<file path="src/rtl/sig_stream_pkg.sv">
// Shared types and constants for the signature streamer.
//   state_t          FSM states (IDLE, SEND, PARITY)
//   SIG_DEFAULT_MSG  320-bit ASCII banner, first character in the top byte
//   sig_ptr_w()      beat-pointer width for a given beat count (minimum 1)
package sig_stream_pkg;

  typedef enum logic [1:0] {IDLE, SEND, PARITY} state_t;

  localparam int SIG_DEFAULT_BITS = 320;
  localparam logic [SIG_DEFAULT_BITS-1:0] SIG_DEFAULT_MSG =
    "sig_stream_tx banner: hello from rtl!!!!";

  // ceil(log2(nbeats)), never less than 1 so a single-beat message still has a pointer
  function automatic int sig_ptr_w(input int nbeats);
    int w;
    w = 1;
    for (int i = 1; i < 32; i++)
      if ((1 << w) < nbeats) w = i + 1;
    return w;
  endfunction

endpackage

</file>
<file path="src/rtl/sig_stream_tx_if.sv">
// Beat stream between the streamer and its sink.
//   out_valid  beat available          (master -> slave)
//   out_ready  sink accepts beat       (slave  -> master)
//   out_data   LANES-bit beat, bit LANES-1 is the earlier message bit
//   out_last   final beat of the frame
interface sig_stream_tx_if #(parameter int LANES = 1);
  logic             out_valid;
  logic             out_ready;
  logic [LANES-1:0] out_data;
  logic             out_last;

  modport master (output out_valid, output out_data, output out_last, input out_ready);
  modport slave  (input out_valid, input out_data, input out_last, output out_ready);
endinterface

</file>
<file path="src/rtl/sig_stream_tx_col_parity.sv">
// sig_col_parity: column-parity accumulator, one flop per lane.
//   clk, reset  clock / async active-high reset
//   clr         zero the accumulator (wins over en)
//   en          fold din into the accumulator
//   din         LANES-bit beat
//   par         running XOR of every folded beat
module sig_col_parity #(
  parameter int LANES = 1
) (
  input  logic             clk,
  input  logic             reset,
  input  logic             clr,
  input  logic             en,
  input  logic [LANES-1:0] din,
  output logic [LANES-1:0] par
);
  for (genvar i = 0; i < LANES; i++) begin : g_lane
    always_ff @(posedge clk or posedge reset)
      if (reset)   par[i] <= 1'b0;
      else if (clr) par[i] <= 1'b0;
      else if (en)  par[i] <= par[i] ^ din[i];
  end
endmodule

</file>
<file path="src/rtl/sig_stream_tx.sv">
// sig_stream_tx: streams the constant MSG MSB-first, LANES bits per beat.
//   clk, reset      clock / async active-high reset
//   start           begin a frame (IDLE only)
//   loop            at frame end: 1 = restart immediately, 0 = stop and pulse done
//   abort           drop the frame, back to IDLE (wins over start)
//   tx (master)     out_valid/out_ready/out_data/out_last beat stream
//   busy            not IDLE
//   done            one-cycle pulse after the last beat of a non-looping frame
// Build option: define SIG_STREAM_PARITY_EN to append one column-parity beat per frame.
module sig_stream_tx
  import sig_stream_pkg::*;
#(
  parameter int                  MSG_BITS = SIG_DEFAULT_BITS,
  parameter int                  LANES    = 1,
  parameter logic [MSG_BITS-1:0] MSG      = SIG_DEFAULT_MSG
) (
  input  logic          clk,
  input  logic          reset,
  input  logic          start,
  input  logic          loop,
  input  logic          abort,
  sig_stream_tx_if.master tx,
  output logic          busy,
  output logic          done
);
  localparam int NBEATS = MSG_BITS / LANES;
  localparam int PTR_W  = sig_ptr_w(NBEATS);
  localparam logic [PTR_W-1:0] PTR_MAX = PTR_W'(NBEATS - 1);

  if (MSG_BITS % LANES != 0) begin : g_bad_cfg
    $error("sig_stream_tx: MSG_BITS must be a multiple of LANES");
  end

  state_t           state, state_nxt;
  logic [PTR_W-1:0] ptr, ptr_nxt;
  logic             done_nxt;
  logic             vld, xfer;
  logic [LANES-1:0] msg_beat;

  assign vld      = (state != IDLE);
  assign xfer     = vld & tx.out_ready;
  assign msg_beat = MSG[int'(ptr)*LANES +: LANES];

`ifdef SIG_STREAM_PARITY_EN
  logic [LANES-1:0] par;

  // Cleared whenever a fresh frame can begin: in IDLE, on abort, and on loop wrap.
  sig_col_parity #(.LANES(LANES)) u_par (
    .clk   (clk),
    .reset (reset),
    .clr   ((state == IDLE) | abort | ((state == PARITY) & xfer)),
    .en    ((state == SEND) & xfer),
    .din   (msg_beat),
    .par   (par)
  );
`endif

  always_ff @(posedge clk or posedge reset)
    if (reset) begin
      state <= IDLE;
      ptr   <= PTR_MAX;
      done  <= 1'b0;
    end else begin
      state <= state_nxt;
      ptr   <= ptr_nxt;
      done  <= done_nxt;
    end

  always_comb begin
    state_nxt = state;
    ptr_nxt   = ptr;
    done_nxt  = 1'b0;
    case (state)
      IDLE: if (start && !abort) state_nxt = SEND;
      SEND: begin
        if (abort) begin
          state_nxt = IDLE;
          ptr_nxt   = PTR_MAX;
        end else if (xfer) begin
          if (ptr != '0) ptr_nxt = ptr - 1'b1;
          else begin
            ptr_nxt = PTR_MAX;
`ifdef SIG_STREAM_PARITY_EN
            state_nxt = PARITY;
`else
            if (!loop) begin
              state_nxt = IDLE;
              done_nxt  = 1'b1;
            end
`endif
          end
        end
      end
`ifdef SIG_STREAM_PARITY_EN
      PARITY: begin
        if (abort) state_nxt = IDLE;
        else if (xfer) begin
          if (loop) state_nxt = SEND;
          else begin
            state_nxt = IDLE;
            done_nxt  = 1'b1;
          end
        end
      end
`endif
      default: begin
        state_nxt = IDLE;
        ptr_nxt   = PTR_MAX;
      end
    endcase
  end

  // Beat output: zero outside a frame so the link idles low.
  always_comb begin
    tx.out_data = '0;
    tx.out_last = 1'b0;
    case (state)
      SEND: begin
        tx.out_data = msg_beat;
`ifndef SIG_STREAM_PARITY_EN
        tx.out_last = (ptr == '0);
`endif
      end
`ifdef SIG_STREAM_PARITY_EN
      PARITY: begin
        tx.out_data = par;
        tx.out_last = 1'b1;
      end
`endif
      default: ;
    endcase
  end

  assign tx.out_valid = vld;
  assign busy         = vld;

endmodule

</file>
<file path="src/flat_wrapper.sv">
// flat-port wrapper written by rule: the top's interface ports become plain ports
module sig_stream_tx_flat import sig_stream_pkg::*;
#(
  parameter int                  MSG_BITS = SIG_DEFAULT_BITS,
  parameter int                  LANES    = 1,
  parameter logic [MSG_BITS-1:0] MSG      = SIG_DEFAULT_MSG
)
  (clk, reset, start, loop, abort, busy, done, tx_out_valid, tx_out_data, tx_out_last, tx_out_ready);
  sig_stream_tx_if #(.LANES(LANES)) tx_i ();
  input  logic clk;
  input  logic reset;
  input  logic start;
  input  logic loop;
  input  logic abort;
  output logic busy;
  output logic done;
  output wire logic [$bits(tx_i.out_valid)-1:0] tx_out_valid;
  output wire logic [$bits(tx_i.out_data)-1:0] tx_out_data;
  output wire logic [$bits(tx_i.out_last)-1:0] tx_out_last;
  input wire logic [$bits(tx_i.out_ready)-1:0] tx_out_ready;
  assign tx_out_valid = tx_i.out_valid;
  assign tx_out_data = tx_i.out_data;
  assign tx_out_last = tx_i.out_last;
  assign tx_i.out_ready = tx_out_ready;
  sig_stream_tx #(.MSG_BITS(MSG_BITS), .LANES(LANES), .MSG(MSG)) u_core (.clk(clk), .reset(reset), .start(start), .loop(loop), .abort(abort), .tx(tx_i), .busy(busy), .done(done));
endmodule
</file>
<file path="config.mk">
export PLATFORM = sky130hd
export DESIGN_NAME = sig_stream_tx_flat
export DESIGN_NICKNAME = d
export VERILOG_FILES = /design/src/rtl/sig_stream_pkg.sv /design/src/rtl/sig_stream_tx_if.sv /design/src/rtl/sig_stream_tx_col_parity.sv /design/src/rtl/sig_stream_tx.sv /design/src/flat_wrapper.sv
export SDC_FILE = /design/constraint.sdc
export NUM_CORES = 1
export LEC_CHECK = 0
export BUFFER_PORTS_ARGS = -buffer_cell sky130_fd_sc_hd__buf_2
export CORE_MARGIN = 10
export CORE_UTILIZATION = 53
export CTS_BUF_LIST = sky130_fd_sc_hd__clkbuf_8
export DETAILED_ROUTE_END_ITERATION = 8
export GPL_TIMING_DRIVEN = 1
export MAX_ROUTING_LAYER = met4
export PLACE_DENSITY = 0.71
export SLEW_MARGIN = 20
export SYNTH_ARGS = -nofsm -noshare
export SYNTH_HDL_FRONTEND = slang
export SYNTH_SLANG_ARGS = --single-unit
</file>
<file path="constraint.sdc">
create_clock -name clk -period 6.61 [get_ports clk]
set_input_delay 0.3305 -clock clk [delete_from_list [all_inputs] [get_ports clk]]
set_output_delay 0.3305 -clock clk [all_outputs]
set_load 0.005 [all_outputs]
</file>
### After elaboration in Yosys (flattened, before gate mapping)

Cells that the tools add are included.

* register bits after elaboration: 12
* bits of input ports: 6
* output and inout port bits: 5
* word-level logic and storage cells: 37

* add/subtract/negate cells: 1
* equality and inequality tests: 5
* shift-type cells: 1
* mux-type cells: 17
* bitwise logic cells: 2
* reduce and logical (&&, ||, !) cells: 8

Operators with widths (count)
* $shiftx A320 B10 Y1 const A: 1
* $mux W9: 3
* $pmux W9 S2: 1
* $mux W2: 5
* $logic_not A9 Y1: 1
* $reduce_bool A9 Y1: 1
* $sub A9 B1 Y9 const B: 1
* $mux W1: 7
* $ne A3 B3 Y1 const B: 2
* $pmux W2 S2: 1
* $reduce_and A4 Y1: 1
* $ne A3 B2 Y1 const B: 1
* $eq A2 B1 Y1 const B: 1
* $logic_not A2 Y1: 1
* $ne A2 B1 Y1 const B: 1
* $reduce_and A2 Y1: 1
* $reduce_bool A2 Y1: 1
* $and A1 B1 Y1: 1
* $logic_and A1 B1 Y1: 1
* $logic_not A1 Y1: 1
* $not A1 Y1: 1

### Logic depth before layout (Yosys ltp)

* depth in word-level cells: 5
* depth in mapped cells: 9
* mapped depth without buffers: 7

### Worst setup path after synthesis

No wires, ideal clock.

* kind: reg-to-output
* start point: register u_core.ptr[0]
* end point: output tx_out_data
* arrival time: 2.158 ns
* data required time: 6.279 ns
* setup slack: 4.122 ns
* stages on the path, launching flop included: 8
* path buffers: 1
* cell sequence: dfstp_2 -> buf_2 -> inv_1 -> ha_1 -> nand2b_1 -> a311o_1 -> a32o_1 -> a32o_1

* word-level cells in the longest chain between the ends: 2

RTL lines
* start: declaration: RTL line sig_stream_tx.sv:35 `logic [PTR_W-1:0] ptr, ptr_nxt;`
* start signal: assignment: RTL line sig_stream_tx.sv:65 `ptr <= ptr_nxt;`
* $shiftx A320 B10 Y1: RTL line sig_stream_tx.sv:42 `assign msg_beat = MSG[int'(ptr)*LANES +: LANES];`
* $mux W1: RTL line sig_stream_tx.sv:117 `case (state)`
* end: declaration: RTL line flat_wrapper.sv:18 `output wire logic [$bits(tx_i.out_data)-1:0] tx_out_data;`

No other way between the ends.

### Worst setup path in the final report

Ends and elaborated chain as after synthesis.

==> flow_summary.toml <==
[power_and_ir_drop]
power.density_mw_per_mm2 = 318.6
peakVddDrop_mv = 0.2288
power.leakage_nw = 0.5311

[timing]
slew_headroom = 0.6233
setup_tns_ns = 0
rsz0062_at_grt = "false"
tightest_slew_ns = 0.5650
setup_violations = 0
min_period_over_period = 0.4446
fin_skew_ns = 0.005896
timing.fmax_mhz = 340.3
drv_slew = 0
hold_viol = 0
min_period_ns = 2.939

[synth]
synth_enable_flop_cells = 0
synth_area_mm2 = 0.001271
ys.flop_type = "dfstp_2"
synth.largest_area_cell = "dfstp_2"
ys_types = 48
ys_async_sr_fraction = 1.000
ys.warnings.count = 0
yosys-top-cells-count = "nor2_1 (16), nand2_1 (12), a21oi_1 (11), buf_2 (8)"
synth_cells = 157
ys_seq_elements = 11
ys_top_cells_by_area = "dfstp_2 (14%), dfrtp_1 (7.9%), ha_1 (6.9%)"
synth_top_area_share = 0.1447
synth.avg_cell_area_um2 = 8.097
yosysSeqAreaShare = 0.2234
syn-num-nets = 170
post-synth-top-count-cell = "nor2_1"

[cts]
cts_buffers = 3
clk_latency_ns = 0.24
post_cts_buffers = 0
clockRootBuffer = "clkbuf_8"
clock_path_buffers = 2
h-tree-depth = 1
cts_tree = "built"
ctsResizeCount = 0
ctsHoldBuffers = 0
clock_sinks = 11
clk_pin_slew_ns = 0.05

[placed_design]
gp_congestion = 0.8888
placed_cells = 180
dp_hpwl_um = 2207
portBuffers = 10
dpl_cell_area_mm2 = 0.001241

[drt]
ant_nets = 0
routed_via_density = 6.386
wire_per_inst_um = 16.96
vias = 1175
drtIter0Drc = 160
drt-total-wl_um = 3120
drtPass1Iterations = 4
drc = 0

[grt]
grt-ovfl-total = 0
grt_usage = 0.1423
grt_max_degree = 32
grt_first_pass_wirelength_um = 5188
antenna_found_initial = 0
grt_pass1_vias = 1152

[cells_and_area]
drive_gt1_frac = 0.2115
antennaDiodeCount = 0
final_cell_area_mm2 = 0.001287
finalNetCount = 170
instances_no_fill = 184
area_growth_pct = 1.279

[floorplanning]
pin_count = 11
die_h_um = 68.98
start_util = 0.5638
die_w_um = 68.98
rows = 17
dieArea_mm2 = 0.004758
core_mm2 = 0.002255

[critical_path]
arrival_ns = 2.61
rr_worst_depth = 6
cp_data_required_time_ns = 6.28
reg2reg_to = "u_core.ptr[8]"
cp_max_fo = 14
worstSetupPathType = "register to output port"
cp-startpoint = "u_core.ptr[0]"
cp-start-kind = "register"
crit_end = "tx_out_data"
cp-end-kind = "output port"
r2r_slack_ns = 4.56
rr_startpoint = "u_core.ptr[0]"

[outcome]
status = "finished, final reports clean"

[worst_hold_path]
hold_path.class = "primary input to asynchronous set/reset pin"

[job]
drv_cap = 0
per-stage QoR:
stage               hold slack (ns)  utilization  worst slack (ns)  power [mW]
floorplan                    0.1779            -             4.122      0.3099
global placement             0.3335       0.5505             3.998      0.3328
detailed placement           0.3374       0.5505             3.934      0.3388
CTS                         0.07559       0.5710             3.660      0.4100
global route                0.09214       0.5710             3.488      0.4483
finish                      0.07171       0.5710             3.671      0.4102
worst max-delay path, stage by stage, from the launching register on:
cell	delay [ns]
dfstp_2	0.67
inv_1	0.15
ha_1	0.42
nand2b_1	0.21
a311o_1	0.34
a32o_1	0.25
a32o_1	0.19
buf_2	0.12
cells in the final DEF (no fill, tap or decap), drive strengths merged, types with 2 or more instances in the layout:
cell	count
a31oi	6
buf	10
nor3	7
ha	7
a21oi	11
and3	4
nor2b	4
or2	2
o21ai	9
clkbuf	3
inv	6
nand2b	6
nor2	18
a32o	2
nand2	12
o311ai	3
nand3	4
dfrtp	4
a41oi	2
o21a	4
a211oi	4
o2111ai	3
dfstp	7
o211ai	2
flip-flops by register name, summed over array words and instances (netlist names):
| signal | count |
|---|---|
| u_core.state | 1 |
| u_core.done | 1 |
| u_core.ptr | 9 |
how the worst min path moves through the flow:
stage | start | to | slack (ns) | depth (start not counted)
floorplan | reset | u_core.done | 0.18 | 1
global placement | reset | u_core.ptr[7] | 0.33 | 2
detailed placement | reset | u_core.ptr[7] | 0.34 | 2
CTS | reset | u_core.ptr[7] | 0.08 | 2
global route | reset | u_core.ptr[7] | 0.09 | 2
finish | reset | u_core.ptr[7] | 0.07 | 2
cells by family (layout without fill, tap and decap cells):
family | after synthesis | in the layout | synth area share
AND/OR/NAND/NOR | 60 | 60 | 0.2628
AO/OA/AOI/OAI | 54 | 54 | 0.3061
buffers and inverters | 21 | 20 | 0.1083
flip-flops | 11 | 11 | 0.2234
adder cells (fa/ha/maj) | 7 | 7 | 0.06889
XOR/XNOR | 2 | 2 | 0.01378
multiplexers | 2 | 2 | 0.01673
area by class of cell:
class	count	area (um2)
flip-flops and latches	11	284.0
clock buffers	3	41.29
multi-input cells	125	849.6
clock inverters	1	5.005
well taps	28	35.03
fillers	236	967.2
inverters	6	22.52
repair buffers	10	50.05
power by group:
part | total, mW | switching, mW | internal, mW | leakage (nW)
Sequential | 0.133 | 0.0489 | 0.0845 | 0.128
Combinational | 0.209 | 0.115 | 0.0936 | 0.377
Clock | 0.0682 | 0.0267 | 0.0415 | 0.0255
layer usage:
layer  up-vias  wire (um)  GRT usage
met1       541       1439     0.1762
met4         0        106    0.08374
li1        575          -          -
met3        15        135    0.01771
met5         -          0          -
met2        44       1438     0.2158
(Power assumes the default switching activity.)
